===== src/rtl/shared_reg_arbiter_pkg.sv =====
// Shared arbitration types: FSM state encoding and the round-robin pick
// function reused by every arbiter in the design.
package shared_reg_arbiter_pkg;

  typedef enum logic {
    ST_IDLE = 1'b0,
    ST_OWN  = 1'b1
  } arb_state_e;

  localparam int MAX_REQ = 8;

  typedef struct packed {
    logic       valid;
    logic [2:0] idx;
  } rr_pick_t;

  // First set bit strictly after 'last', wrapping modulo n (n <= MAX_REQ).
  function automatic rr_pick_t rr_pick(input logic [MAX_REQ-1:0] req,
                                       input logic [2:0]         last,
                                       input int                 n);
    rr_pick_t r;
    int       k;
    r = '0;
    for (int i = 1; i <= MAX_REQ; i++) begin
      k = (int'(last) + i) % n;
      if (!r.valid && (i <= n) && req[3'(k)]) begin
        r.valid = 1'b1;
        r.idx   = 3'(k);
      end
    end
    return r;
  endfunction

endpackage


===== src/rtl/shared_reg_arbiter_rr_picker.sv =====
// Combinational round-robin picker: rotates priority to start just after
// the previous owner and returns the first active request.
module shared_reg_arbiter_rr_picker
  import shared_reg_arbiter_pkg::*;
#(
  parameter  int N_REQ = 4,
  localparam int IW    = $clog2(N_REQ)
) (
  input  logic [N_REQ-1:0] req,
  input  logic [IW-1:0]    last,
  output logic             valid,
  output logic [IW-1:0]    idx
);

  logic [MAX_REQ-1:0] req_ext;
  rr_pick_t           pick;

  always_comb begin
    req_ext              = '0;
    req_ext[N_REQ-1:0]   = req;
    pick                 = rr_pick(req_ext, 3'(last), N_REQ);
    valid                = pick.valid;
    idx                  = IW'(pick.idx);
  end

endmodule


===== src/rtl/shared_reg_arbiter.sv =====
// Round-robin ownership arbiter guarding a shared register: one owner at a
// time, bounded hold with pre-emption, only the owner's writes land.
module shared_reg_arbiter
  import shared_reg_arbiter_pkg::*;
#(
  parameter  int N_REQ    = 4,
  parameter  int DW       = 8,
  parameter  int HOLD_MAX = 4,
  localparam int OW       = $clog2(N_REQ)
) (
  input  logic              clk,
  input  logic              rst_n,
  input  logic [N_REQ-1:0]  req,
  input  logic [N_REQ-1:0]  wr_en,
  input  logic [N_REQ*DW-1:0] wr_data,
  output logic [N_REQ-1:0]  gnt,
  output logic [OW-1:0]     owner,
  output logic              busy,
  output logic [DW-1:0]     reg_q,
  output logic              wr_err
);

  localparam int            HW       = $clog2(HOLD_MAX + 1);
  localparam logic [HW-1:0] HOLD_TOP = HW'(HOLD_MAX);

  arb_state_e         state_q, state_d;
  logic [N_REQ-1:0]   gnt_d;
  logic [OW-1:0]      owner_d;
  logic [OW-1:0]      last_q, last_d;
  logic [HW-1:0]      hold_cnt, hold_d;

  logic [N_REQ-1:0]   pick_req;
  logic [OW-1:0]      pick_last;
  logic               pick_valid;
  logic [OW-1:0]      pick_idx;
  logic               grant_pick;

  logic               wr_hit;
  logic [DW-1:0]      wr_sel;

  // While owning, the picker only sees the other requesters, rotated from the owner.
  always_comb begin
    pick_req  = (state_q == ST_OWN) ? (req & ~gnt) : req;
    pick_last = (state_q == ST_OWN) ? owner : last_q;
  end

  shared_reg_arbiter_rr_picker #(
    .N_REQ (N_REQ)
  ) u_picker (
    .req   (pick_req),
    .last  (pick_last),
    .valid (pick_valid),
    .idx   (pick_idx)
  );

  always_comb begin
    state_d    = state_q;
    gnt_d      = gnt;
    owner_d    = owner;
    last_d     = last_q;
    hold_d     = hold_cnt;
    grant_pick = 1'b0;
    unique case (state_q)
      ST_IDLE: begin
        if (pick_valid) grant_pick = 1'b1;
      end
      ST_OWN: begin
        if (!req[owner]) begin
          last_d = owner;
          if (pick_valid) begin
            grant_pick = 1'b1;
          end else begin
            state_d = ST_IDLE;
            gnt_d   = '0;
          end
        end else if (pick_valid && (hold_cnt == HOLD_TOP)) begin
          last_d     = owner;
          grant_pick = 1'b1;
        end else if (hold_cnt != HOLD_TOP) begin
          hold_d = hold_cnt + HW'(1);
        end
      end
      default: ;
    endcase
    if (grant_pick) begin
      state_d           = ST_OWN;
      gnt_d             = '0;
      gnt_d[pick_idx]   = 1'b1;
      owner_d           = pick_idx;
      hold_d            = HW'(1);
    end
  end

  always_ff @(posedge clk or negedge rst_n) begin
    if (!rst_n) begin
      state_q  <= ST_IDLE;
      gnt      <= '0;
      owner    <= '0;
      last_q   <= OW'(N_REQ - 1);
      hold_cnt <= '0;
    end else begin
      state_q  <= state_d;
      gnt      <= gnt_d;
      owner    <= owner_d;
      last_q   <= last_d;
      hold_cnt <= hold_d;
    end
  end

  assign busy = |gnt;

  // Write path uses the grant that is live at this edge, so a final-cycle write still lands.
  always_comb begin
    wr_hit = 1'b0;
    wr_sel = '0;
    for (int i = 0; i < N_REQ; i++) begin
      if (gnt[i] && wr_en[i]) begin
        wr_hit = 1'b1;
        wr_sel = wr_data[i*DW +: DW];
      end
    end
  end

  always_ff @(posedge clk or negedge rst_n) begin
    if (!rst_n) begin
      reg_q  <= '0;
      wr_err <= 1'b0;
    end else begin
      if (wr_hit) reg_q <= wr_sel;
      wr_err <= |(wr_en & ~gnt);
    end
  end

endmodule

===== config.mk =====
export PLATFORM = sky130hd
export DESIGN_NAME = shared_reg_arbiter
export DESIGN_NICKNAME = d
export VERILOG_FILES = /design/src/rtl/shared_reg_arbiter_pkg.sv /design/src/rtl/shared_reg_arbiter_rr_picker.sv /design/src/rtl/shared_reg_arbiter.sv
export SDC_FILE = /design/constraint.sdc
export NUM_CORES = 1
export LEC_CHECK = 0
export BUFFER_PORTS_ARGS = -buffer_cell sky130_fd_sc_hd__buf_2
export CAP_MARGIN = 20
export CORE_UTILIZATION = 43
export CTS_CLUSTER_DIAMETER = 40
export CTS_CLUSTER_SIZE = 12
export DETAILED_ROUTE_END_ITERATION = 12
export PLACE_DENSITY_LB_ADDON = 0.08
export SETUP_SLACK_MARGIN = 0.05
export SLEW_MARGIN = 20
export SYNTH_ARGS = -nofsm -noshare
export SYNTH_HDL_FRONTEND = slang
export SYNTH_SLANG_ARGS = --single-unit

===== constraint.sdc =====
create_clock -name clk -period 1.4 [get_ports clk]
set_input_delay 0.21 -clock clk [delete_from_list [all_inputs] [get_ports clk]]
set_output_delay 0.21 -clock clk [all_outputs]
set_load 0.02 [all_outputs]

# [Word level (Yosys, flattened, before mapping)]
# Cells that the tools add are included.
[totals] ff_bits=21 in_bits=42
[op_classes] add_sub_neg=5 n_lt_le_gt_ge=7 eq_ne=6 n_mux=48 bitwise=8 n_reduce_logical=24
[op_table] cell="2-to-1 mux 4 bit" count=9
[op_table] cell="2-to-1 mux 8 bit" count=4
[op_table] cell="less-than comparator 3 x 5 -> 1 bit, second input constant" count=4
[op_table] cell="2-to-1 mux 1 bit" count=20
[op_table] cell="2-to-1 mux 3 bit" count=5
[op_table] cell="binary-select mux 1 bit (select 3 bit)" count=4
[op_table] cell="logical AND 1 bit" count=9
[op_table] cell="AND 4 bit" count=2
[op_table] cell="OR reduction 2 bit" count=4
[op_table] cell="OR reduction 4 bit" count=2
[op_table] cell="less-than comparator 2 x 3 -> 1 bit, second input constant" count=2
[op_table] cell="2-to-1 mux 2 bit" count=3
[op_table] cell="!= test 2 bit, second input constant" count=3
[op_table] cell="nonzero test 2 bit" count=3
[op_table] cell="adder 2 x 1 -> 2 bit, second input constant" count=2
[op_table] cell="adder 2 bit, second input constant" count=2
[op_table] cell="AND 1 bit, first input constant" count=4
[op_table] cell="NOT 4 bit" count=1
[op_table] cell="AND reduction 4 bit" count=1
[op_table] cell="adder 3 x 1 -> 3 bit, second input constant" count=1
[op_table] cell="== test 3 bit, second input constant" count=1
[op_table] cell="zero test 1 bit" count=3
[op_table] cell="!= test 3 bit, second input constant" count=1
[op_table] cell="AND reduction 3 bit" count=1
[op_table] cell="7 further kinds" count=7

# [Longest topological paths before layout]
[depth] ltp_word=23 mapped_depth=7 mapped_depth_nobuf=7

# [Cells and area by module]
# Synthesis repeated with hierarchy kept, for this count alone.
[hier_totals] cells_unflattened=141 area_unflattened_um2=1363.8
[modules_own_cells] mod="shared_reg_arbiter" n_inst=1 cells_per_inst=127 area_per_inst_um2=1272.5 seq_area_each_um2=528.0
[modules_own_cells] mod="shared_reg_arbiter_rr_picker" n_inst=1 cells_per_inst=14 area_per_inst_um2=91.3 seq_area_each_um2=0.0

# [Least setup slack after synthesis]
# No wires, ideal clock.
[synth_timing] path_type="reg2reg" from="reg owner[1]" to="reg last_q[0]" setup_time_ns=0.085 arrival_ns=1.591 t_required_ns=1.315 slack_ns=-0.276 stages_incl_launch_ff=4 synth_period_minus_slack_ns=1.676 cell_sequence="dfrtp_1 mux4_2 a21boi_2 mux2_1"
[synth_between] elab_chain_cells=20 elab_cells_between_ends=41
[synth_lines] item="start, declared" line_no="shared_reg_arbiter.sv:17" rtl="output logic [OW-1:0] owner,"
[synth_lines] item="start signal, assigned" line_no="shared_reg_arbiter.sv:104" rtl="owner <= owner_d;"
[synth_lines] item="2-to-1 mux 2 bit" line_no="shared_reg_arbiter.sv:44" rtl="pick_last = (state_q == ST_OWN) ? owner : last_q;"
[synth_lines] item="adder 2 x 1 -> 2 bit" line_no="shared_reg_arbiter_pkg.sv:25" rtl="k = (int'(last) + i) % n;"
[synth_lines] item="OR reduction 2 bit (no line)"
[synth_lines] item="AND 1 bit (no line)"
[synth_lines] item="binary-select mux 1 bit (select 3 bit)" line_no="shared_reg_arbiter_pkg.sv:26" rtl="if (!r.valid && (i <= n) && req[3'(k)]) begin"
[synth_lines] item="2-to-1 mux 1 bit (implied by the code) (2 in a row)" line_no="shared_reg_arbiter_pkg.sv:26"
[synth_lines] item="2-to-1 mux 4 bit" line_no="shared_reg_arbiter_pkg.sv:26"
[synth_lines] item="zero test 1 bit" line_no="shared_reg_arbiter_pkg.sv:26"
[synth_lines] item="(+3 left out)"
[synth_lines] item="logical AND 1 bit" line_no="shared_reg_arbiter_pkg.sv:26"
[synth_lines] item="2-to-1 mux 4 bit" line_no="shared_reg_arbiter_pkg.sv:26"
[synth_lines] item="zero test 1 bit" line_no="shared_reg_arbiter_pkg.sv:26"
[synth_lines] item="logical AND 1 bit" line_no="shared_reg_arbiter_pkg.sv:26"
[synth_lines] item="2-to-1 mux 4 bit" line_no="shared_reg_arbiter_pkg.sv:26"
[synth_lines] item="logical AND 1 bit" line_no="shared_reg_arbiter.sv:76" rtl="end else if (pick_valid && (hold_cnt == HOLD_TOP)) begin"
[synth_lines] item="!= test 2 x 1 -> 1 bit (no line)"
[synth_lines] item="AND reduction 2 bit (no line)"
[synth_lines] item="end signal, assigned" line_no="shared_reg_arbiter.sv:99" rtl="last_q <= OW'(N_REQ - 1);"
[synth_lines] item="end signal, assigned" line_no="shared_reg_arbiter.sv:105" rtl="last_q <= last_d;"
[synth_lines] item="end, declared" line_no="shared_reg_arbiter.sv:29" rtl="logic [OW-1:0] last_q, last_d;"
# Parallel ways exist; a longest one is shown, timed or not. The select of a mux whose other input is x is not followed.
# A chain may end at the register's enable or synchronous reset.

# [Worst setup path after layout]
[layout_timing] from="reg gnt[2]" to="out busy"
[layout_between] elab_chain_cells=1
[layout_lines] item="start, declared" line_no="shared_reg_arbiter.sv:16" rtl="output logic [N_REQ-1:0] gnt,"
[layout_lines] item="start signal, assigned" line_no="shared_reg_arbiter.sv:103" rtl="gnt <= gnt_d;"
[layout_lines] item="OR reduction 4 bit" line_no="shared_reg_arbiter.sv:110" rtl="assign busy = |gnt;"
[layout_lines] item="end, declared" line_no="shared_reg_arbiter.sv:18" rtl="output logic busy,"
# No other way between the ends.

==> flow_summary.json <==
{
  "status": "finished with violations",
  "violations": "negative setup slack",
  "fp.dieH_um": 58.6,
  "die_w_um": 58.6,
  "rows": 20,
  "worstPathArrival_ns": 1.52,
  "drt-wirelength-per-cell_um": 15.7,
  "rsz0062_at_grt": "true",
  "hold_violations": 0,
  "mostFrequentLayoutCells": "buf_2, buf_4, buf_6",
  "final.hold.worst_slack_ns": 0.141,
  "grt_pass1_vias": 1512,
  "gp_congestion": 0.891,
  "worstPathMaxFanout": 2,
  "clock.fmax_mhz": 580,
  "drive_above_1_share_pct": 61.8,
  "cp_num_buf_inv": 2,
  "start_util_pct": 45.0,
  "ys_types": 45,
  "synth_xor_area_share_pct": 0,
  "ir_drop_v": 0.00120,
  "worst_slew_pin_slew_ns": 0.513,
  "routed-via-count": 1645,
  "synth_area_sq_um": 1380,
  "async_reset_ff_share_pct": 100,
  "p_sw_share_pct": 41.5,
  "place_inst": 276,
  "critical-path-top-delay-family": "simple AND/OR/NAND/NOR gates",
  "slew_headroom_pct": 65.8,
  "yosysWarnings": 0,
  "setup_viol": 19,
  "port_buffers": 57,
  "hold_class": "primary input to flip-flop",
  "fin_ws_ns": -0.326,
  "period_share_pct": 123,
  "cp-start-kind": "flip-flop",
  "synth-seq-area-share_pct": 38.4,
  "final_common_cell": "buf_2",
  "diodes": 0,
  "clkPwrFrac_pct": 6.4,
  "clk_pin_slew_ns": 0.13,
  "final.setup_skew_ns": 0.00473,
  "cts_buffer_depth": 2,
  "yosys.area_share.simple_pct": 16.8,
  "synth-edff-count": 0,
  "synthFlopType": "dfrtp_1",
  "dieArea_sq_um": 3430,
  "postSynthCellCount": 142,
  "drcViolationCount": 0,
  "cts_htree_levels": 1,
  "fin_nets": 296,
  "critical_path.most_common_cell": "buf_6",
  "grt_usage_pct": 25.9,
  "min_period_ns": 1.73,
  "dr.pass1.iters": 4,
  "cts_tree": "yes",
  "syn_area_per_cell_sq_um": 9.68,
  "cts.sinks": 21,
  "ys_ff_latch": 21,
  "clk_latency_ns": 0.31,
  "drtAntennaViolNets": 0,
  "end_kind": "output port",
  "synth_compound_area_share_pct": 33.9,
  "antenna_found_initial": 0,
  "place_ws_ns": -0.209,
  "cts_buffers": 3,
  "synth_nets": 186,
  "crit_required_ns": 1.19,
  "synth_adder_area_share_pct": 1.82,
  "grt_pass1_wl_mm": 6.76,
  "finalNonFillerCells": 295,
  "routed_wl_mm": 4.63,
  "syn_to_final_growth_pct": 73.2,
  "synth_top_family_by_area": "compound AO/OA/AOI/OAI gates",
  "muxShareOfSynthArea_pct": 4.73,
  "coreArea_sq_um": 3050,
  "pin_count": 58,
  "crit_chain": "buf_6 > or4_4 > buf_6",
  "slew_violations": 0,
  "combinationalPowerShare_pct": 71.3,
  "drt-initial-drc-count": 132,
  "hpwl_mm": 3.15,
  "p_switching_uw": 2040,
  "p_leak_uw": 0.00116,
  "p_int_uw": 2870,
  "worstSetupPathType": "flip-flop to output port",
  "grt_overflow": 0,
  "cpPeakStageDelay_ns": 0.52,
  "cpMaxStageDelayCell": "or4_4",
  "vias_per_cell": 5.58,
  "clockRootBuffer": "clkbuf_4",
  "grt_max_degree": 22,
  "maxCapViolations": 0,
  "num-fill-cells": 220,
  "total_power_uw": 4910,
  "power_frac_seq_pct": 22.3,
  "power_density_nw_per_um2": 2060
}
path summary, 6_finish.rpt:
path	slack [ns]	end	cells after the start	startpoint
worst min register to register	0.52	reg_q[7]	2	reg_q[7]
worst max register to register	-0.26	gnt[2]	6	gnt[1]
worst max-delay path	-0.33	busy	3	gnt[2]
min in group asynchronous	0.40	owner[0]	2	rst_n
worst min-delay path	0.14	reg_q[4]	3	wr_data[28]
max in group asynchronous	0.64	state_q	2	rst_n
state kept, by name, indices dropped and copies added, names as in the netlist:
signal    count
reg_q         8
gnt           4
hold_cnt      3
last_q        2
owner         2
state_q       1
wr_err        1
metal layers:
| metal | vias to the layer above | track usage [%] | share of wire [%] | routed length [um] |
|---|---|---|---|---|
| met4 | 0 | 9.86 | 1.2 | 57 |
| met1 | 799 | 29.8 | 40 | 1860 |
| met5 | - | 0 | 0 | 0 |
| met2 | 75 | 48.4 | 53 | 2450 |
| met3 | 8 | 3.74 | 5.7 | 264 |
| li1 | 763 | - | - | - |
power groups by stage:
stage	clock [uW]	combinational (uW)	sequential [uW]
2_1_floorplan	0	1290	1340
3_3_place_gp	0	2520	1080
3_5_place_dp	0	2580	1090
4_1_cts	327	3150	1080
5_1_grt	343	3740	1120
6_report	317	3500	1090
synthesized netlist by cell type, types with 4 or more instances:
cell type,count,share of area (%)
dfrtp_1,19,35
o21ai_1,12,4.4
a22o_1,5,3.2
nand2_1,15,4.1
inv_1,8,2.2
a22oi_1,8,4.4
a221o_1,7,5.1
o21ai_0,8,2.9
nand2b_1,4,1.8
nor2_1,6,1.6
and2_1,4,1.8
area by class of cell:
type / count / area [sq um] / area share (%)
Timing Repair Buffer: 110 / 783 / 32.9
Sequential cell: 21 / 532 / 22.3
Inverter: 8 / 32.5 / 1.37
Tap cell: 44 / 55.1 / 2.31
Multi-Input combinational cell: 108 / 953 / 40.0
Clock buffer: 4 / 26.3 / 1.10
tightest hold or removal path, delay by kind of cell:
kind            cells  cell delay (ns)
compound gates      2             0.13
buf+inv             1             0.08
cells by family after synthesis:
| kind of cell | after synthesis |
|---|---|
| adders and majority gates | 2 |
| and+or+nand+nor | 39 |
| AOI/OAI and AO/OA | 62 |
| buffers and inverters | 13 |
| muxes | 5 |
| DFF | 21 |
metrics by stage:
step	setup TNS [ns]	area [sq um]	utilization, %
2_1_floorplan	-1.71	1400	-
3_3_place_gp	-1.59	1990	65.0
3_5_place_dp	-1.90	1990	65.0
4_1_cts	-2.65	2250	73.6
5_1_grt	-4.11	2380	78.0
6_report	-3.04	2380	78.0
what timing repair did:
action                                  CTS  global route
hold buffers                              1             0
setup buffers                             9             7
gates resized for setup                  44            22
endpoints found under the setup margin   19            24
hold endpoints to repair                 19             0
pin swaps                                17            18
Note: power is estimated with default switching activity, not from simulation.
